--- src/rtl/alu_multicycle.sv ---
// rtl/alu_multicycle.sv - handshaked ALU with single-cycle logic/arith and iterative MUL/DIVU/REMU
module alu_multicycle #(
  parameter int WIDTH = 16,
  parameter int OPW   = 4
) (
  input  logic             CLK,
  input  logic             Reset,
  input  logic             Start,
  input  logic [OPW-1:0]   ALUOp,
  input  logic [WIDTH-1:0] FirstInput,
  input  logic [WIDTH-1:0] SecondInput,
  output logic [WIDTH-1:0] OutputData,
  output logic             Zero,
  output logic             Busy,
  output logic             Done
);

  localparam int CW = $clog2(WIDTH + 1);

  localparam logic [OPW-1:0] OP_CLR  = OPW'(0);
  localparam logic [OPW-1:0] OP_ADD  = OPW'(1);
  localparam logic [OPW-1:0] OP_SUB  = OPW'(2);
  localparam logic [OPW-1:0] OP_OR   = OPW'(3);
  localparam logic [OPW-1:0] OP_AND  = OPW'(4);
  localparam logic [OPW-1:0] OP_SLL  = OPW'(5);
  localparam logic [OPW-1:0] OP_SRL  = OPW'(6);
  localparam logic [OPW-1:0] OP_XOR  = OPW'(7);
  localparam logic [OPW-1:0] OP_MUL  = OPW'(8);
  localparam logic [OPW-1:0] OP_DIVU = OPW'(9);
  localparam logic [OPW-1:0] OP_REMU = OPW'(10);

  typedef enum logic {S_IDLE, S_RUN} state_t;

  state_t           state_q, state_d;
  logic [CW-1:0]    cnt_q, cnt_d;
  logic [OPW-1:0]   op_q, op_d;
  // a: multiplicand (MUL) or dividend shifting into quotient (DIV/REM)
  // b: multiplier (MUL) or divisor (DIV/REM)
  // acc: product accumulator (MUL) or partial remainder (DIV/REM)
  logic [WIDTH-1:0] a_q, a_d, b_q, b_d, acc_q, acc_d;
  logic [WIDTH-1:0] out_q, out_d;
  logic             zero_q, zero_d, done_q, done_d;

  logic             is_multi, last_iter, div_ge;
  logic [WIDTH-1:0] single_res, multi_res, mul_acc, div_rem, div_quo;
  logic [WIDTH:0]   rem_shift, rem_diff;

  assign is_multi  = (ALUOp == OP_MUL) || (ALUOp == OP_DIVU) || (ALUOp == OP_REMU);
  assign last_iter = (cnt_q == CW'(1));

  // State register; reset aborts any op in flight
  always_ff @(posedge CLK) begin
    if (Reset) state_q <= S_IDLE;
    else       state_q <= state_d;
  end

  // Next state: only multi-cycle ops leave IDLE
  always_comb begin
    state_d = state_q;
    case (state_q)
      S_IDLE:  if (Start && is_multi) state_d = S_RUN;
      S_RUN:   if (last_iter)         state_d = S_IDLE;
      default: state_d = S_IDLE;
    endcase
  end

  // FSM outputs
  always_comb begin
    Busy = (state_q == S_RUN);
  end

  // Single-cycle results; shifts by B >= WIDTH naturally zero-fill
  always_comb begin
    case (ALUOp)
      OP_CLR:  single_res = '0;
      OP_ADD:  single_res = FirstInput + SecondInput;
      OP_SUB:  single_res = FirstInput - SecondInput;
      OP_OR:   single_res = FirstInput | SecondInput;
      OP_AND:  single_res = FirstInput & SecondInput;
      OP_SLL:  single_res = FirstInput << SecondInput;
      OP_SRL:  single_res = FirstInput >> SecondInput;
      OP_XOR:  single_res = FirstInput ^ SecondInput;
      default: single_res = '0;
    endcase
  end

  // One iteration of shift-add multiply and restoring division.
  // With a zero divisor every step subtracts nothing, so the quotient
  // fills with ones and the remainder ends up equal to the dividend.
  always_comb begin
    mul_acc   = acc_q + (b_q[0] ? a_q : '0);
    rem_shift = {acc_q, a_q[WIDTH-1]};
    rem_diff  = rem_shift - {1'b0, b_q};
    div_ge    = (rem_shift >= {1'b0, b_q});
    div_rem   = WIDTH'(div_ge ? rem_diff : rem_shift);
    div_quo   = {a_q[WIDTH-2:0], div_ge};
  end

  // Datapath next-state: operand capture, iteration and result write
  always_comb begin
    cnt_d     = cnt_q;
    op_d      = op_q;
    a_d       = a_q;
    b_d       = b_q;
    acc_d     = acc_q;
    out_d     = out_q;
    zero_d    = zero_q;
    done_d    = 1'b0;
    multi_res = '0;
    if (state_q == S_IDLE) begin
      if (Start) begin
        op_d = ALUOp;
        if (is_multi) begin
          cnt_d = CW'(WIDTH);
          a_d   = FirstInput;
          b_d   = SecondInput;
          acc_d = '0;
        end else begin
          out_d  = single_res;
          zero_d = (single_res == '0);
          done_d = 1'b1;
        end
      end
    end else begin
      cnt_d = cnt_q - CW'(1);
      if (op_q == OP_MUL) begin
        acc_d     = mul_acc;
        a_d       = a_q << 1;
        b_d       = b_q >> 1;
        multi_res = mul_acc;
      end else begin
        acc_d     = div_rem;
        a_d       = div_quo;
        multi_res = (op_q == OP_DIVU) ? div_quo : div_rem;
      end
      if (last_iter) begin
        out_d  = multi_res;
        zero_d = (multi_res == '0);
        done_d = 1'b1;
      end
    end
  end

  // Datapath registers
  always_ff @(posedge CLK) begin
    if (Reset) begin
      cnt_q  <= '0;
      op_q   <= '0;
      a_q    <= '0;
      b_q    <= '0;
      acc_q  <= '0;
      out_q  <= '0;
      zero_q <= 1'b0;
      done_q <= 1'b0;
    end else begin
      cnt_q  <= cnt_d;
      op_q   <= op_d;
      a_q    <= a_d;
      b_q    <= b_d;
      acc_q  <= acc_d;
      out_q  <= out_d;
      zero_q <= zero_d;
      done_q <= done_d;
    end
  end

  assign OutputData = out_q;
  assign Zero       = zero_q;
  assign Done       = done_q;

endmodule

--- config.mk ---
export PLATFORM = sky130hd
export DESIGN_NAME = alu_multicycle
export DESIGN_NICKNAME = d
export VERILOG_FILES = /design/src/rtl/alu_multicycle.sv
export SDC_FILE = /design/constraint.sdc
export NUM_CORES = 1
export LEC_CHECK = 0
export BUFFER_PORTS_ARGS = -buffer_cell sky130_fd_sc_hd__buf_2
export CAP_MARGIN = 20
export CELL_PAD_IN_SITES_DETAIL_PLACEMENT = 0
export CELL_PAD_IN_SITES_GLOBAL_PLACEMENT = 2
export CORE_UTILIZATION = 37
export CTS_CLUSTER_SIZE = 30
export DETAILED_ROUTE_END_ITERATION = 10
export GPL_TIMING_DRIVEN = 0
export PLACE_DENSITY = 0.82
export SYNTH_ARGS = -nofsm -noshare
export SYNTH_HDL_FRONTEND = slang
export SYNTH_SLANG_ARGS = --single-unit
--- constraint.sdc ---
create_clock -name CLK -period 7.03 [get_ports CLK]
set_input_delay 1.406 -clock CLK [delete_from_list [all_inputs] [get_ports CLK]]
set_output_delay 1.406 -clock CLK [all_outputs]
set_load 0.02 [all_outputs]
Word-level counts from Yosys, hierarchy flattened
Cells that the tools add are included.
{ "word_totals": {"ff_bits": 76, "n_memories": 0, "output_inout_bits": 19, "word_cells": 84, "romBits": 0, "ram_bits": 0, "latchBits": 0, "in_bits": 39} }
{ "op_classes": {"mul": 0, "shift": 2, "order_cmp": 1, "muxes": 36, "n_addsub": 5, "eq_ne": 16, "reduce_logical": 11, "bitwise": 4, "div_mod_pow": 0} }
{ "ops": {"columns": ["cell", "n"], "rows": [
  ["2-to-1 mux 16 bit", 20],
  ["case mux 16 bit (7 select lines)", 1],
  ["adder 16 bit", 2],
  ["logical NOT 16 bit", 2],
  ["subtractor 16 bit", 2],
  ["equality test 4 bit, second input constant", 5],
  [">= comparator 17 x 16 -> 1 bit", 1],
  ["bitwise AND 16 bit", 1],
  ["equality test 4 x 3 -> 1 bit, second input constant", 4],
  ["bitwise OR 16 bit", 1],
  ["<< shifter 16 x 16 -> 16 bit", 1],
  ["right shift 16 x 16 -> 16 bit", 1],
  ["XOR 16 bit", 1],
  ["2-to-1 mux 5 bit", 3],
  ["2-to-1 mux 1 bit", 11],
  ["equality test 4 x 2 -> 1 bit, second input constant", 2],
  ["AND reduction 3 bit", 2],
  ["equality test 5 x 1 -> 1 bit, second input constant", 1],
  ["subtractor 5 x 1 -> 5 bit, second input constant", 1],
  ["equality test 4 x 1 -> 1 bit, second input constant", 1],
  ["inequality test 2 x 1 -> 1 bit, second input constant", 2],
  ["AND reduction 2 bit", 2],
  ["nonzero test 2 bit", 2],
  ["logical OR 1 bit", 2],
  ["4 further kinds", 4]
]} }

Logic depth before layout (Yosys ltp)
Gate-level depths: netlist of run 1.
{ "logic_depth": {"depth_word": 8, "depth_mapped": 19, "mapped_depth_nobuf": 17} }

Least setup slack after synthesis of run 1
Ideal clock, no wire load.
{ "synth_path": {"path_type": "input to register", "startpoint": "in ALUOp[2]", "endpoint": "reg zero_q, in the netlist Zero", "cell_stages": 18, "arrival_ns": 6.040, "required_time_ns": 6.957, "setup_ns": 0.073, "n_path_buf": 4, "slack_ns": 0.916, "path_cell_list": "clkbuf_1 > buf_4 > clkbuf_1 > clkbuf_1 > nor4b_1 > nor2_1 > xnor2_1 > ha_1 > nor2b_1 > o31ai_1 > a21oi_1 > xor2_1 > a211oi_1 > nand2_1 > or4_1 > or4_1 > or4_1 > o211ai_2"} }
{ "synth_via": {"elab_chain_cells": 6, "elab_cells_between_ends": 19, "classes_between": "eq/ne: 11; mux: 4; reduce/logical: 4"} }
{ "synth_rtl": {"columns": ["element", "line_no", "rtl"], "rows": [
  ["start, declared", "9", "input logic [OPW-1:0] ALUOp,"],
  ["equality test 4 x 3 -> 1 bit, or another cell as far along", "74", "case (ALUOp)"],
  ["case mux 16 bit (7 select lines)", "74", null],
  ["logical NOT 16 bit", "120", "zero_d = (single_res == '0);"],
  ["2-to-1 mux 1 bit", "113", "if (is_multi) begin"],
  ["2-to-1 mux 1 bit", "111", "if (Start) begin"],
  ["2-to-1 mux 1 bit", "110", "if (state_q == S_IDLE) begin"],
  ["end signal, assigned", "162", "zero_q <= zero_d;"],
  ["end, declared", "42", "logic zero_q, zero_d, done_q, done_d;"]
]} }
Several ways; a longest one is shown, not always the timed one. The select of a mux whose other input is x is not followed.
A chain may end at the register's enable or synchronous reset.

Worst setup path in the final report of run 1
Same ends and word-level chain as after synthesis.

==> metrics.yaml, run 1 <==
critPathMaxFanout: 10
finish.net_count: 1393
relSlewSlack_pct: 27.0
start_util_pct: 38.1
grt_overflow: 0
timing.hold.ws_ps: 452
report.final.hold_viol_count: 0
timing_worst_setup_path_type: "in2reg"
post_cts_buffers: 0
first_global_vias: 9066
yosys_warnings: 0
grt_max_degree: 16
clk_pin_slew_worst_setup_hold_paths_ps: 70
max_clock_freq_mhz: 147
fp.coreArea_sq_um: 23600
critical_path.endpoint_type: "flop"
dr.first_iter.drc_count: 971
post_detail_place_hpwl_um: 30400
clk_root_buffer_cell: "sky130_fd_sc_hd__clkbuf_16"
synth.yosys.seq_area_share_pct: 16.9
power_density_of_the_placed_cells_nw_per_um2: 189
design_area_sq_um: 10000
synth_enable_flop_cells: 0
worstMarginPinSlew_ps: 1090
dr.pass1.iters: 7
boundary_pins: 58
timing.critical_path.depth: 18
cpMaxStageDelayCell: "sky130_fd_sc_hd__or4b_2"
final_number_of_max_transition_violations: 0
critical_path.cell_chain: "buf_2 > clkbuf_1 > buf_4 > clkbuf_1 > clkbuf_2 > or4b_2 > a21o_1 > fa_1 > nor2b_1 > o31ai_1 > a21oi_1 > xor2_1 > a211oi_1 > nand2_1 > or4_1 > or4_1 > or4_1 > o211ai_2"
place_congestion: 0.982
largest_vdd_supply_drop_uv: 108
final_util_pct: 42.5
cp.required_ps: 7300
setup.worst_path.start_class: "primary input"
number_of_distinct_library_cells_after_synthesis: 80
grt_usage_pct: 31.3
mappedNetlistArea_sq_um: 8990
synthArstFlopShare_pct: 0
dpl_cell_area_sq_um: 9700
routed-via-count: 9703
static-leakage-power_nw: 3.96
worstHoldPathType: "reg2reg"
die-area_sq_um: 24900
cpPeakStageDelay_ps: 810
routed_wl_um: 38200
worst_hold_path.num_cells: 2
worst-r2r-cell-count: 11
place.port_buffers: 57
final_layout_size_suffix_gt1_share_pct: 9.81
drv_cap: 0
numCtsBuffers: 9
cts_tree: "yes"
ff2ff_setup_slack_ps: 2420
remaining_drc_errors: 0
cp_arrival_ps: 7070
timing.final.setup_violations: 0
cts_num_sinks: 76
cts_hold_buf: 0
clock_tree.htree_level_count: 3
final.period_utilization_pct: 96.7
critical_path.most_common_cell: "sky130_fd_sc_hd__or4_1"
die-height_um: 158
n_antenna_cell: 0
syn_inst: 1198
synth_nets: 1322
syn-mean-instance-area_sq_um: 7.50
clock_latency_ps: 350
grt_first_pass_wirelength_um: 57600
area_growth_pct: 11.6
critPathBufInv: 5
overall_die_width_um: 158
row_count: 56
ys.flop_type: "sky130_fd_sc_hd__dfxtp_1"
number_of_antenna_violations_at_the_first_check_in_global_routing: 0
ant_nets: 0
routed_via_density: 6.09
postSynthRegisterBits: 76
worst_path_dominant_cell_family: "simple AND/OR/NAND/NOR gates"
avgRoutedWirePerCell_um: 24.0
status: "complete, no violations"
finClkSkew_ps: 10.6
clock_tree.buffer_depth: 2
grt_setup_unrepaired: "no"
min_period_ps: 6800
==> timing repair <==
| action | 4_1_cts | 5_1_grt |
|---|---|---|
| gates resized for setup | 0 | 5 |
| endpoints found under the setup margin | 0 | 1 |
| endpoints found under the hold margin | 0 | 0 |
==> cell families (layout without fill, tap and decap cells) <==
logic type | after synthesis | count (layout) | share of synthesized area (%)
and+or+nand+nor | 407 | 407 | 21.4
DFF | 76 | 76 | 16.9
xor gates and xnor gates | 50 | 50 | 4.87
buffers and inverters | 137 | 213 | 6.04
adders and majority gates | 85 | 85 | 12.1
AOI/OAI and AO/OA | 365 | 365 | 27.5
muxes | 78 | 78 | 11.1
==> cell usage in the layout (no fill, tap or decap), types with 12 or more instances in the layout <==
master | synthesis | layout
sky130_fd_sc_hd__o21ai_0 | 62 | 62
sky130_fd_sc_hd__o21a_1 | 15 | 15
sky130_fd_sc_hd__nor3_1 | 38 | 37
sky130_fd_sc_hd__and2_1 | 24 | 24
sky130_fd_sc_hd__clkbuf_1 | 52 | 51
sky130_fd_sc_hd__a211oi_1 | 47 | 46
sky130_fd_sc_hd__nand2_1 | 119 | 119
sky130_fd_sc_hd__mux4_2 | 15 | 15
sky130_fd_sc_hd__inv_1 | 65 | 65
sky130_fd_sc_hd__mux2i_1 | 53 | 53
sky130_fd_sc_hd__a31oi_1 | 14 | 14
sky130_fd_sc_hd__nor2_1 | 123 | 123
sky130_fd_sc_hd__ha_1 | 82 | 82
sky130_fd_sc_hd__dfxtp_1 | 76 | 76
sky130_fd_sc_hd__o211ai_1 | 22 | 22
sky130_fd_sc_hd__nor2b_1 | 12 | 12
sky130_fd_sc_hd__nand3_1 | 23 | 23
sky130_fd_sc_hd__xor2_1 | 15 | 15
sky130_fd_sc_hd__xnor2_1 | 35 | 35
sky130_fd_sc_hd__a21oi_1 | 84 | 84
sky130_fd_sc_hd__buf_2 | 5 | 63
==> path summary, 6_finish.rpt <==
| check | startpoint | end |
|---|---|---|
| max | ALUOp[2] | Zero$_SDFFE_PP0P_ |
| min | OutputData[5]$_SDFFE_PP0P_ | OutputData[5]$_SDFFE_PP0P_ |
| min reg2reg | OutputData[5]$_SDFFE_PP0P_ | OutputData[5]$_SDFFE_PP0P_ |
| max reg2reg | acc_q[7]$_SDFFE_PP0P_ | Zero$_SDFFE_PP0P_ |
==> sequential cells by signal (all words and copies together) (netlist names) <==
| register | count |
|---|---|
| OutputData | 16 |
| a_q | 16 |
| acc_q | 16 |
| b_q | 16 |
| cnt_q | 5 |
| op_q | 4 |
| Busy | 1 |
| Done | 1 |
| Zero | 1 |
==> layer usage <==
| metal | routed length, um | GRT usage (%) |
|---|---|---|
| met3 | 3150 | 5.15 |
| met2 | 16100 | 47.2 |
| met1 | 17800 | 44.7 |
| met4 | 1120 | 9.75 |
| met5 | 0 | 0 |
==> worst register-to-register path, delay by kind of cell, from the launching register on <==
| family | cells | cell delay, ps |
|---|---|---|
| and+or+nand+nor | 4 | 1110 |
| AOI/OAI and AO/OA | 5 | 2080 |
| adders and majority gates | 1 | 460 |
| DFF | 1 | 420 |
| buffers and inverters | 1 | 470 |
==> per-stage QoR <==
step / power [mW] / setup slack, ps / cells / TNS, ps
2_1_floorplan: 1.07 / 916 / 1198 / 0
3_3_place_gp: 1.37 / -1250 / 1574 / -4310
3_5_place_dp: 1.37 / -183 / 1576 / -183
4_1_cts: 1.87 / 162 / 1592 / 0
5_1_grt: 1.99 / 69.1 / 1593 / 0
6_report: 1.90 / 229 / 1593 / 0
==> cell type report <==
class                   count  area (sq um)
flip-flops and latches     76          1520
multi-input cells         985          6950
fillers                  2558         13600
inverters                  69           259
well taps                 319           399
clock buffers               9           225
clock inverters             7          83.8
repair buffers             60           308
plain buffers              68           285
==> report_power, final <==
| group | switching (mW) | internal, mW | total (mW) |
|---|---|---|---|
| Combinational | 0.590 | 0.318 | 0.908 |
| Clock | 0.221 | 0.281 | 0.503 |
| Sequential | 0.0324 | 0.458 | 0.490 |
| Total | 0.843 | 1.06 | 1.90 |
==> cells in the mapped netlist, drive strengths merged, types with 4 or more instances <==
cell type,count,area share (%)
nor2,123,5.1
nand2,119,5.0
a21oi,84,4.7
ha,82,11
dfxtp,76,17
inv,66,2.8
o21ai,66,3.7
clkbuf,53,2.3
mux2i,53,5.9
a211oi,47,3.9
nor3,38,2.1
xnor2,35,3.4
and2,24,1.7
nand3,23,1.3
o211ai,23,2.0
mux4,16,4.1
buf,15,0.90
o21a,15,1.3
xor2,15,1.5
a31oi,14,0.97
nor2b,12,0.84
a21o,11,0.92
a22oi,11,0.92
o31ai,11,0.92
and3,10,0.70
nor4,10,0.70
a222oi,9,1.0
mux2,9,1.2
a221oi,8,0.78
nand4,8,0.56
or3,8,0.56
a32oi,6,0.58
o311ai,6,0.58
o21bai,5,0.42
o41ai,5,0.49
or2,5,0.35
a221o,4,0.45
a2bb2oi,4,0.39
nand3b,4,0.33
o32ai,4,0.39
or4,4,0.33
Note: power is estimated with default switching activity, not from simulation.
==> inputs of run 2 (changes only) <==
CORE_UTILIZATION = 40   (was 37)
PLACE_DENSITY = 0.88   (was 0.82)
clock period = 8.5 ns   (was 7.03 ns; I/O delays follow)
==> metrics.yaml, run 2 (synthesized netlist as in run 1, its figures left out) <==
cts_hold_buf: 0
report.final.hold_viol_count: 0
numCtsBuffers: 9
number_of_antenna_violations_at_the_first_check_in_global_routing: 0
drv_cap: 0
critical_path.endpoint_type: "flop"
min_period_ps: 7390
power.clock.fraction_pct: 29.1
internal_power_mw: 0.926
final_cell_mix: "sky130_fd_sc_hd__nor2_1 (123), sky130_fd_sc_hd__nand2_1 (119), sky130_fd_sc_hd__a21oi_1 (84), sky130_fd_sc_hd__ha_1 (82), sky130_fd_sc_hd__dfxtp_1 (76)"
finClkSkew_ps: 17.0
boundary_pins: 58
first_global_vias: 9070
fp.coreArea_sq_um: 22000
start_util_pct: 40.9
dpl_cell_area_sq_um: 9640
cp_arrival_ps: 7670
critical_path.reg2reg.endpoint: "acc_q[13]$_SDFFE_PP0P_"
routed_via_density: 6.32
final_layout_size_suffix_gt1_share_pct: 9.42
post_cts_resized: 0
worstHoldPathType: "reg2reg"
finish.net_count: 1393
power.share.sequential_pct: 25.0
place.port_buffers: 57
worstMarginPinSlew_ps: 1150
die-area_sq_um: 23100
worst-r2r-cell-count: 12
report.power.total_mw: 1.62
violations_in_the_final_reports: "DRC"
worstReg2RegStart: "acc_q[2]$_SDFFE_PP0P_"
place.detailed.instances: 1537
worst_hold_endpoint: "OutputData[5]$_SDFFE_PP0P_"
setup.worst_path.start_class: "primary input"
area_growth_pct: 11.2
post_detail_place_hpwl_um: 30100
dr.first_iter.drc_count: 974
routed-via-count: 9817
layout_setup_ws_ps: 1110
grt_setup_unrepaired: "no"
die-height_um: 152
static-leakage-power_nw: 3.97
grt_max_degree: 15
cts_num_sinks: 76
status: "finished, violations left"
max_clock_freq_mhz: 135
clock_tree.buffer_depth: 2
layout_commonest_cell: "sky130_fd_sc_hd__nor2_1"
final.period_utilization_pct: 86.9
filler_cell_count: 2261
final_number_of_max_transition_violations: 0
grt_overflow: 0
routed_wl_um: 37600
switching_power_mw: 0.691
row_count: 54
timing.final.setup_violations: 0
timing_worst_setup_path_type: "in2reg"
design_area_sq_um: 10000
worst_hold_path.num_cells: 2
layout.cells.non_filler: 1554
switching_share_pct: 42.7
hp-start: "OutputData[5]$_SDFFE_PP0P_"
clk_root_buffer_cell: "sky130_fd_sc_hd__clkbuf_16"
avgRoutedWirePerCell_um: 24.2
grt_first_pass_wirelength_um: 56800
clock_latency_ps: 360
critPathMaxFanout: 10
remaining_drc_errors: 7
ant_nets: 0
largest_vdd_supply_drop_uv: 124
overall_die_width_um: 152
power_density_of_the_placed_cells_nw_per_um2: 162
ff2ff_setup_slack_ps: 4070
combinationalPowerShare_pct: 45.8
n_antenna_cell: 0
dr.pass1.iters: 9
clk_pin_slew_worst_setup_hold_paths_ps: 70
relSlewSlack_pct: 22.3
clock_tree.htree_level_count: 3
place_congestion: 1.01
grt_usage_pct: 32.5
cts_tree: "yes"
cp.required_ps: 8780
post_cts_buffers: 0
place_worst_setup_slack_ps: 889
==> run 2: cell type report <==
type / instances / area, sq um / area share, %
Clock inverter: 7 / 124 / 1.24
Inverter: 69 / 259 / 2.59
Multi-Input combinational cell: 985 / 6930 / 69.3
Sequential cell: 76 / 1520 / 15.2
Clock buffer: 9 / 225 / 2.25
Timing Repair Buffer: 60 / 305 / 3.05
Buffer: 68 / 284 / 2.84
Tap cell: 280 / 350 / 3.50
==> run 2: through the flow <==
stage	setup TNS, ps	utilization (%)	hold slack (ps)
CTS	0	45.5	453
detailed placement	0	43.9	445
finish	0	45.5	451
floorplan	0	-	436
global route	0	45.5	472
global placement	-55.0	43.8	436
==> run 2: worst max path at each step <==
stage	cells past startpoint	slack [ps]	start	endpoint
after floorplan	18	2090	ALUOp[2]	Zero$_SDFFE_PP0P_
after global placement	19	-60	ALUOp[2]	Zero$_SDFFE_PP0P_
after detailed placement	20	890	ALUOp[2]	Zero$_SDFFE_PP0P_
after CTS	20	1240	ALUOp[2]	Zero$_SDFFE_PP0P_
after global routing	20	860	ALUOp[2]	Zero$_SDFFE_PP0P_
final	20	1110	ALUOp[2]	Zero$_SDFFE_PP0P_
==> run 2: critical path, stage by stage <==
cell	delay (ps)
sky130_fd_sc_hd__buf_2	110
sky130_fd_sc_hd__clkbuf_1	230
sky130_fd_sc_hd__buf_4	250
sky130_fd_sc_hd__clkbuf_1	230
sky130_fd_sc_hd__clkbuf_1	360
sky130_fd_sc_hd__or4b_2	840
sky130_fd_sc_hd__nor2_1	140
sky130_fd_sc_hd__a21o_1	140
sky130_fd_sc_hd__inv_1	50
sky130_fd_sc_hd__ha_1	250
sky130_fd_sc_hd__nor2b_1	160
sky130_fd_sc_hd__o31ai_1	490
sky130_fd_sc_hd__a21oi_1	160
sky130_fd_sc_hd__xor2_1	180
sky130_fd_sc_hd__a211oi_1	700
sky130_fd_sc_hd__nand2_1	100
sky130_fd_sc_hd__or4_1	540
sky130_fd_sc_hd__or4_1	480
sky130_fd_sc_hd__or4_1	440
sky130_fd_sc_hd__o211ai_2	90
==> run 2: layer usage <==
metal  wire [um]  GRT usage [%]  vias to the layer above
li1            -              -                     4596
met1       17400           47.1                     4655
met2       15700           48.4                      496
met3        3420           5.31                       70
met4        1100           11.2                        0
met5           0              0                        -
==> run 2: power by group through the flow <==
| stage | Sequential, mW | Combinational (mW) | Clock (mW) |
|---|---|---|---|
| 5_1_grt | 0.407 | 0.796 | 0.486 |
| 4_1_cts | 0.404 | 0.723 | 0.472 |
| 6_report | 0.405 | 0.741 | 0.471 |
| 3_5_place_dp | 0.412 | 0.719 | 0 |
| 2_1_floorplan | 0.408 | 0.474 | 0 |
| 3_3_place_gp | 0.411 | 0.719 | 0 |
